<file path="src/rtl/mem_write_router.sv">
// mem_write_router: 1-to-N_CH write router with a one-entry output register per transaction.
//   in_valid/in_ready/in_we/in_data/in_addr/in_sel : upstream write transaction and handshake
//   ch_we/ch_data/ch_addr/ch_ready                 : per-bank write ports, packed k*W +: W
//   sel_err                                         : sticky flag for out-of-range bank selects
//   wr_cnt                                          : per-bank saturating accepted-write counters, 8 bits each
module mem_write_router #(
    parameter int DATA_W   = 16,
    parameter int ADDR_W   = 16,
    parameter int N_CH     = 3,
    parameter int SEL_W    = 2,
    parameter int ADDR_SEL = 0
) (
    input  logic                     clk,
    input  logic                     rst,
    input  logic                     in_valid,
    output logic                     in_ready,
    input  logic                     in_we,
    input  logic [DATA_W-1:0]        in_data,
    input  logic [ADDR_W-1:0]        in_addr,
    input  logic [SEL_W-1:0]         in_sel,
    output logic [N_CH-1:0]          ch_we,
    output logic [N_CH*DATA_W-1:0]   ch_data,
    output logic [N_CH*ADDR_W-1:0]   ch_addr,
    input  logic [N_CH-1:0]          ch_ready,
    output logic                     sel_err,
    output logic [N_CH*8-1:0]        wr_cnt
);
    localparam int NB = 2**SEL_W;
    localparam logic [SEL_W:0] NCH_V = (SEL_W+1)'(N_CH);

    logic              pend_q, pend_d, we_q, we_d, sel_err_q, sel_err_d;
    logic [DATA_W-1:0] data_q, data_d;
    logic [ADDR_W-1:0] addr_q, addr_d, addr_in;
    logic [SEL_W-1:0]  bank_q, bank_d, bank;
    logic [NB-1:0]     rdy_ext;
    logic              accept, load;

    // ch_ready is widened to the full select range so bank_q can index it safely
    always_comb begin
        bank    = ADDR_SEL != 0 ? in_addr[ADDR_W-1 -: SEL_W] : in_sel;
        addr_in = in_addr;
        if (ADDR_SEL != 0) addr_in[ADDR_W-1 -: SEL_W] = '0;
        rdy_ext = '0;
        rdy_ext[N_CH-1:0] = ch_ready;
        in_ready  = !pend_q || rdy_ext[bank_q];
        accept    = in_valid && in_ready;
        load      = accept && ({1'b0, bank} < NCH_V);
        pend_d    = load || (pend_q && !rdy_ext[bank_q]);
        we_d      = load ? in_we   : we_q;
        data_d    = load ? in_data : data_q;
        addr_d    = load ? addr_in : addr_q;
        bank_d    = load ? bank    : bank_q;
        sel_err_d = sel_err_q || (accept && !load);
    end

    always_ff @(posedge clk or posedge rst) begin
        if (rst) begin
            pend_q    <= 1'b0;
            we_q      <= 1'b0;
            data_q    <= '0;
            addr_q    <= '0;
            bank_q    <= '0;
            sel_err_q <= 1'b0;
        end else begin
            pend_q    <= pend_d;
            we_q      <= we_d;
            data_q    <= data_d;
            addr_q    <= addr_d;
            bank_q    <= bank_d;
            sel_err_q <= sel_err_d;
        end
    end

    assign sel_err = sel_err_q;

    for (genvar k = 0; k < N_CH; k++) begin : g_ch
        logic       hit;
        logic [7:0] cnt_q, cnt_d;
        assign hit   = pend_q && (bank_q == SEL_W'(k));
        assign ch_we[k] = hit && we_q;
        assign ch_data[k*DATA_W +: DATA_W] = hit ? data_q : '0;
        assign ch_addr[k*ADDR_W +: ADDR_W] = hit ? addr_q : '0;
        assign cnt_d = (ch_we[k] && ch_ready[k] && cnt_q != 8'hFF) ? cnt_q + 8'd1 : cnt_q;
        assign wr_cnt[k*8 +: 8] = cnt_q;
        always_ff @(posedge clk or posedge rst) begin
            if (rst) cnt_q <= '0;
            else     cnt_q <= cnt_d;
        end
    end
endmodule

</file>
<file path="config.mk">
export PLATFORM = sky130hd
export DESIGN_NAME = mem_write_router
export DESIGN_NICKNAME = d
export VERILOG_FILES = /design/src/rtl/mem_write_router.sv
export SDC_FILE = /design/constraint.sdc
export NUM_CORES = 1
export LEC_CHECK = 0
export CAP_MARGIN = 20
export CORE_MARGIN = 1.5
export CORE_UTILIZATION = 41
export DETAILED_ROUTE_END_ITERATION = 10
export PLACE_DENSITY_LB_ADDON = 0.3
export RECOVER_POWER = 50
export SETUP_SLACK_MARGIN = 0.02
export SYNTH_ARGS = -nofsm -noshare
export SYNTH_HDL_FRONTEND = slang
export SYNTH_SLANG_ARGS = --single-unit
</file>
<file path="constraint.sdc">
create_clock -name clk -period 2.5 [get_ports clk]
set_input_delay 0.375 -clock clk [delete_from_list [all_inputs] [get_ports clk]]
set_output_delay 0.375 -clock clk [all_outputs]
set_load 0.02 [all_outputs]
</file>
==> results of run 1 <==
## sequential cells by signal, indices dropped and copies added (netlist names)
register    count
sel_err         1
addr_q         16
g_ch.cnt_q     24
data_q         16
pend_q          1
we_q            1
bank_q          2
## where the power goes
part | leakage, nW | switching, W | total [W] | internal (W)
Sequential | 0.735 | 0.000443 | 0.00182 | 0.00137
Clock | 0.0926 | 0.000345 | 0.000780 | 0.000435
Combinational | 2.00 | 0.00156 | 0.00307 | 0.00152
## cells in the mapped netlist
cell type and n:
nand3_1 15, o21a_1 2, and3_1 9, and2_1 101, dfrtp_1 61, inv_1 4, nor3b_1 2, ha_1 3
nand3b_1 1, nand2_1 16, mux2i_1 3, buf_6 4, xor2_1 1, mux2_4 31, a41oi_1 1, a21oi_1 2
buf_2 1, nor3_1 3, xnor2_1 9, or2_2 1, mux2_2 13, a21oi_4 1, clkbuf_1 10, o221ai_4 1
o21bai_1 1, and4_1 1, nor2b_2 1, nand2b_1 7, nor2_1 8, nand4_1 5
## kinds of logic after synthesis
logic type | Yosys count
AO/OA/AOI/OAI | 8
flip-flops | 61
multiplexers | 47
adder cells (fa/ha/maj) | 3
AND/OR/NAND/NOR | 170
XOR/XNOR | 10
buffers and inverters | 19
## per-stage QoR
| stage | hold slack (ns) | setup slack [ns] |
|---|---|---|
| 4_1_cts | 0.4439 | 0.02876 |
| 3_3_place_gp | 0.4691 | 0.2670 |
| 6_report | 0.5080 | 0.1519 |
| 5_1_grt | 0.5354 | 0.06112 |
| 3_5_place_dp | 0.4904 | 0.2412 |
| 2_1_floorplan | 0.4804 | 0.6120 |
## layout make-up
type,instances,area [sq um]
Timing Repair Buffer,174,1665
Inverter,4,15.01
Tap cell,105,131.4
Clock inverter,1,5.005
Fill cell,708,2893
Sequential cell,61,1526
Clock buffer,14,172.7
Multi-Input combinational cell,238,1808
## final timing paths
check	slack, ns	endpoint
setup reg to reg	0.20	addr_q[15]$_DFFE_PP0P_
setup / recovery	0.15	ch_data[17]
max in group asynchronous	0.62	addr_q[3]$_DFFE_PP0P_
min in group asynchronous	0.99	g_ch[1].cnt_q[2]$_DFFE_PP0P_
hold reg to reg	0.51	sel_err$_DFF_PP0_
hold / removal	0.51	sel_err$_DFF_PP0_
## layer usage
layer	global-route usage, %	up-vias	wire length (microns)
li1	-	1392	-
met1	25.74	1395	3856
met2	35.54	113	4625
met3	5.717	10	596
met4	9.950	0	136
met5	0	-	0
## timing repair
action | CTS | global route
setup buffers | 0 | 0
gates resized for setup | 67 | 14
endpoints found under the setup margin | 66 | 22
hold endpoints to repair | 0 | 0
gates cloned | 0 | 0
==> qor.csv, run 1 <==
stage,metric,value,unit
floorplanning,die_x,94.99,microns
worst_setup_path,worst-path-stages,5,
worst_setup_path,cp_cell_sequence,"nand2_1, nor2_2, buf_6, and2_1, clkdlybuf4s50_1",
placement,postPlaceCellArea,5278,sq um
worst_setup_path,cp_slowest_cell,clkdlybuf4s50_1,
clocking,cts_buffers,9,
worst_setup_path,cp.arrival,1.97,ns
sta,period_minus_slack,2.348,ns
min_path,hold_depth,1,
sta,finalCritPeriodShare,93.92,%
job,drv_cap,0,
worst_setup_path,path_buf_inv,2,
sta,worst_pin_slew,1.453,ns
synthesis,syn_nets,362,
synthesis,synth-simple-area-share,28.53,%
sta,finalMaxSlewViolations,0,
synthesis,synth_area_leader_cell,dfrtp_1,
routing,viasPerCell,4.874,
routing,num_vias,2910,
cells_and_area,diodes,0,
clocking,clk_pin_slew,0.06,ns
synthesis,synth_compound_area_share,2.416,%
floorplanning,initial_core_util,42.23,%
routing,drtAntennaViolNets,0,
sta,hold_viol,0,
synthesis,ys_seq_elements,61,
cells_and_area,final_cells,597,
clocking,htreeDepth,3,
synthesis,synth_xor_area_share,2.524,%
cells_and_area,fin_util,64.79,%
floorplanning,die_h,94.99,microns
cells_and_area,finalInstanceArea,5324,sq um
pwr,leakage,2.824,nW
placement,dpl.cell_count,582,
cells_and_area,nNetsFinal,532,
cells_and_area,drive_gt1_share,13.41,%
global_route,grt_pass1_wl,14.71,mm
global_route,grt_start_max_net_pins,62,
synthesis,yosys-mux-area-fraction,18.50,%
pwr,p_total,0.005672,W
synthesis,syn-cell-area,3470,sq um
sta,setup_tns,0,ns
pwr,ir_drop,0.0005003,V
pwr,p_per_area,1065,nW/um^2
placement,io_buffers,165,
cells_and_area,layout_commonest_cell,and2_1,
min_path,hold_start,sel_err$_DFF_PP0_,
synthesis,yosysSeqAreaShare,44.00,%
worst_setup_path,critPathTopFamily,buffers and inverters,
worst_setup_path,required,2.12,ns
min_path,worst_hold_path_type,reg -> reg,
worst_setup_path,critPathLaunchType,flip-flop,
synthesis,yosysUniqueCellTypes,30,
worst_setup_path,end_kind,output pin,
routing,drc,0,
synthesis,synth_top_family_by_area,simple AND/OR/NAND/NOR gates,
sta,rsz0062_at_grt,yes,
clocking,clk_latency,0.32,ns
worst_setup_path,rr_worst_depth,5,
sta,setup_violations,0,
clocking,root_buffer,clkbuf_8,
floorplanning,core,8217,sq um
global_route,grt_antenna_before_repair,0,
clocking,cts_buffer_depth,2,
worst_setup_path,critical-path-max-stage-delay,0.61,ns
worst_setup_path,crit-reg2reg-launch,bank_q[1]$_DFFE_PP0P_,
synthesis,ys_warn_count,0,
synthesis,yosys.area.top_type_share,44.00,%
synthesis,syn_area_per_cell,10.91,sq um
synthesis,netlist_top_cells_area,"dfrtp_1 44%, and2_1 18%, mux2_4 13%",
routing,wl,9.214,mm
synthesis,syn-instance-count,318,
worst_setup_path,path_max_fanout,22,
clocking,ctsHoldBuffers,0,
placement,place.gp.congestion,0.7993,
worst_setup_path,worstSetupPathType,reg -> out,
worst_setup_path,startpoint,bank_q[0]$_DFFE_PP0P_,
floorplanning,die-area,9023,sq um
placement,hpwl,7.007,mm
cells_and_area,mostFrequentLayoutCells,"101 x and2_1, 66 x dlygate4sd2_1, 61 x dfrtp_1, 60 x clkdlybuf4s50_1, 26 x dlygate4sd3_1",
global_route,grt_pass1_vias,3129,
sta,fin_skew,0.003594,ns
sta,max_freq,425.9,MHz
cells_and_area,syn_to_final_growth,53.44,%
routing,wl_per_cell,15.43,microns
global_route,overflow,0,
clocking,cts_tree,done,
clocking,cts.sinks,61,
run_status,outcome,finished clean,
floorplanning,rows,33,
global_route,grtUsageTotal,21.40,%
routing,drtPass1Iterations,5,
floorplanning,io_pins,166,
sta,relSlewSlack,3.135,%
synthesis,synth-adder-area-share,1.082,%
routing,drt_iter0_markers,62,
(Power assumes the default switching activity.)
==> run 2: changes to the inputs <==
--- a/config.mk
+++ b/config.mk
@@ -5,9 +5,11 @@
 export SDC_FILE = /design/constraint.sdc
 export NUM_CORES = 1
 export LEC_CHECK = 0
-export CAP_MARGIN = 20
+export ABC_AREA = 1
+export CELL_PAD_IN_SITES_DETAIL_PLACEMENT = 1
+export CELL_PAD_IN_SITES_GLOBAL_PLACEMENT = 1
 export CORE_MARGIN = 1.5
-export CORE_UTILIZATION = 41
+export CORE_UTILIZATION = 28
 export DETAILED_ROUTE_END_ITERATION = 10
 export PLACE_DENSITY_LB_ADDON = 0.3
 export RECOVER_POWER = 50
==> run 2 against run 1 <==
Against the previous run: the run now ends with capacitance limit, slew limit left; utilization decreased by 19 points; register-to-register slack improved by 0.13 ns; setup slack got worse by 0.045 ns; largest power group unchanged; highest routed layer unchanged.
==> qor.csv, run 2 <==
stage,metric,value,unit,change
routing,viasPerCell,4.645,,-4.7%
pwr,comb_power_share,49.3,%,-4.9 points
sta,relSlewSlack,-5.406,%,-8.5 points
clocking,root_buffer,clkbuf_16,,
sta,fin_skew,0.006884,ns,+0.003291 ns
synthesis,ys_top_cells_by_count,"175 x nand2_1, 108 x nor2_1, 69 x inv_1",,
pwr,power.clock.fraction,23.0,%,+9.3 points
synthesis,yosysUniqueCellTypes,23,,-23%
synthesis,ys_seq_elements,61,,unchanged
synthesis,yosysMostFrequentCell,nand2_1,,
worst_setup_path,cp.arrival,2.02,ns,+0.05 ns
synthesis,yosysSeqAreaShare,42.36,%,-1.6 points
routing,wl_per_cell,15.11,microns,-2.1%
sta,period_minus_slack,2.393,ns,+0.04540 ns
floorplanning,io_pins,166,,unchanged
cells_and_area,drive_gt1_share,5.172,%,-8.2 points
placement,io_buffers,165,,unchanged
clocking,cts_tree,done,,
placement,hpwl,9.629,mm,+37%
floorplanning,initial_core_util,28.67,%,-14 points
pwr,p_int,0.003336,W,+0.23%
synthesis,yosys.area.top_type_share,42.36,%,-1.6 points
pwr,seqPwrFrac,27.8,%,-4.3 points
cells_and_area,nNetsFinal,735,,+38%
synthesis,synth-edff-count,0,,unchanged
cells_and_area,finalInstanceArea,5725,sq um,+7.5%
sta,whs,0.4735,ns,-0.03441 ns
floorplanning,die-area,13560,sq um,+50%
worst_setup_path,required,2.12,ns,about the same
routing,drc,0,,unchanged
floorplanning,die_x,116.4,microns,+23%
synthesis,synth_xor_area_share,2.188,%,-0.34 points
global_route,grtUsageTotal,19.76,%,-1.6 points
clocking,ctsHoldBuffers,0,,unchanged
sta,worst_pin_slew,1.581,ns,+0.1281 ns
placement,place.gp.congestion,0.7496,,-6.2%
cells_and_area,syn_to_final_growth,58.89,%,
job,drv_cap,1,,+1
clocking,cts_buffers,9,,unchanged
synthesis,ys_warn_count,0,,unchanged
run_status,violations,"capacitance limit, slew limit",,
clocking,clk_pin_slew,0.05,ns,about the same
clocking,cts.sinks,61,,unchanged
sta,hold_viol,0,,unchanged
synthesis,synth_compound_area_share,0.6250,%,-1.8 points
floorplanning,die_h,116.4,microns,+23%
global_route,grt_pass1_wl,20.98,mm,+43%
synthesis,syn-cell-area,3603,sq um,+3.9%
global_route,grt_start_max_net_pins,62,,unchanged
global_route,overflow,0,,unchanged
routing,wl,13.12,mm,+42%
routing,drtAntennaViolNets,0,,unchanged
clocking,cts_buffer_depth,2,,unchanged
placement,postPlaceCellArea,5444,sq um,+3.2%
sta,setup_violations,0,,unchanged
pwr,ir_drop,0.0003412,V,-32%
worst_setup_path,path_max_fanout,29,,+32%
synthesis,netlist_top_cells_area,"dfrtp_1 42%, nand2_1 18%, nor2_1 11%",,
synthesis,syn_area_per_cell,6.812,sq um,-38%
pwr,p_per_area,1031,nW/um^2,-3.2%
synthesis,synth_area_leader_cell,dfrtp_1,,
cells_and_area,layout_commonest_cell,nand2_1,,
cells_and_area,multiInputGateArea,1658,sq um,-8.3%
worst_setup_path,critPathLaunchType,flip-flop,,
cells_and_area,diodes,0,,unchanged
pwr,switchingPower,0.002567,W,+9.5%
sta,setup_tns,0,ns,unchanged
synthesis,synth-adder-area-share,1.042,%,-0.040 points
synthesis,synth-simple-area-share,42.22,%,+14 points
sta,finalMaxSlewViolations,62,,+62
floorplanning,rows,41,,+24%
cells_and_area,largest_reg_flops,24,,unchanged
synthesis,synth_top_family_by_area,simple AND/OR/NAND/NOR gates,,
routing,drt_iter0_markers,143,,+130%
sta,max_freq,417.8,MHz,-1.9%
cells_and_area,fillers,1577,,+120%
worst_setup_path,end_kind,output pin,,
floorplanning,core,12570,sq um,+53%
synthesis,ys.flop_type,dfrtp_1,,
cells_and_area,top_regs,"g_ch.cnt_q x24, addr_q x16, data_q x16",,
routing,drtPass1Iterations,4,,-1
cells_and_area,seq_area,1526,sq um,unchanged
run_status,outcome,"finished, violations left",,
synthesis,syn-instance-count,529,,+66%
synthesis,async_flop_share,100.0,%,unchanged
clocking,htreeDepth,3,,unchanged
synthesis,syn_nets,573,,+58%
pwr,swShare,43.48,%,+2.2 points
worst_setup_path,worstSetupPathType,reg -> out,,
routing,num_vias,4032,,+39%
min_path,worst_hold_path_type,reg -> reg,,
global_route,grt_antenna_before_repair,0,,unchanged
pwr,leakage,3.118,nW,+10%
cells_and_area,largest_register,g_ch.cnt_q,,
cells_and_area,mostFrequentLayoutCells,"178 x nand2_1, 109 x nor2_1, 108 x clkdlybuf4s50_1, 71 x inv_1, 61 x dfrtp_1",,
global_route,grt_pass1_vias,4265,,+36%
synthesis,yosys-mux-area-fraction,0,%,-18 points
clocking,clk_latency,0.32,ns,about the same
sta,finalCritPeriodShare,95.74,%,+1.8 points
sta,rsz0062_at_grt,no,,
==> run 2: cell types whose count changed after synthesis, moves of 5 or more <==
cell	delta
nand2b_1	-7
mux2_4	-31
inv_2	+7
mux2_2	-13
inv_1	+65
buf_1	+7
nand2_1	+159
nor2_1	+100
and3_1	-9
nand4_1	+42
and2_1	-101
xor2_1	+5
xnor2_1	-6
==> run 2: per-layer routing <==
layer / track usage, % / vias up / wire length (microns)
li1: - / 1942 / -
met1: 23.62 / 1986 / 5434
met3: 3.633 / 9 / 589
met4: 6.179 / 0 / 171
met5: 0 / - / 0
met2: 35.92 / 95 / 6923
==> run 2: critical path: stages, from the launching register on <==
cell and delay, ns:
dfrtp_1 0.45, inv_2 0.12, nand3_4 0.14, buf_12 0.21, nor2_1 0.12, clkdlybuf4s50_1 0.64
==> run 2: final cells by class <==
cell class	instances	area share, %
timing repair buffer	174	29.94
multi-input combinational	369	28.96
sequential	61	26.66
inverter	76	4.983
clock buffer	12	4.480
tap	172	3.759
clock inverter	4	1.224
==> run 2: through the flow <==
step,setup WS [ns],instances,utilization [%],power [W]
after global routing,0.01583,868,45.56,0.006339
after detailed placement,0.1261,852,43.32,0.004700
after global placement,0.2047,852,43.32,0.004591
after floorplan,0.6120,529,-,0.003359
after CTS,0.01814,868,45.89,0.006083
final,0.1065,868,45.56,0.005903
==> run 2: kinds of logic (layout without fill, tap and decap cells) <==
family,Yosys count,in the layout
xor+xnor,9,9
buf+inv,99,266
fa+ha+maj,3,3
compound gates,4,4
simple gates,353,353
flops,61,61
==> run 2: power by group through the flow <==
stage                     clock, W  combinational [W]  sequential, W
after floorplan                  0            0.00173        0.00163
after global placement           0            0.00295        0.00164
after detailed placement         0            0.00305        0.00165
after CTS                  0.00139            0.00305        0.00165
after global routing       0.00143            0.00321        0.00171
final                      0.00135            0.00291        0.00164
==> run 2: final timing paths <==
check	startpoint	to	slack (ns)	cells after the start
min reg2reg	data_q[14]$_DFFE_PP0P_	data_q[14]$_DFFE_PP0P_	0.47	2
max	bank_q[0]$_DFFE_PP0P_	ch_addr[42]	0.11	5
max in group asynchronous	rst	addr_q[3]$_DFFE_PP0P_	0.51	3
max reg2reg	bank_q[1]$_DFFE_PP0P_	bank_q[0]$_DFFE_PP0P_	0.33	9
min	data_q[14]$_DFFE_PP0P_	data_q[14]$_DFFE_PP0P_	0.47	2
min in group asynchronous	rst	g_ch[1].cnt_q[1]$_DFFE_PP0P_	1.03	3
==> run 2: timing repair <==
item	in CTS	in global routing
setup buffers	0	0
pin swaps	0	0
setup endpoints to repair	21	33
gates resized for setup	9	24
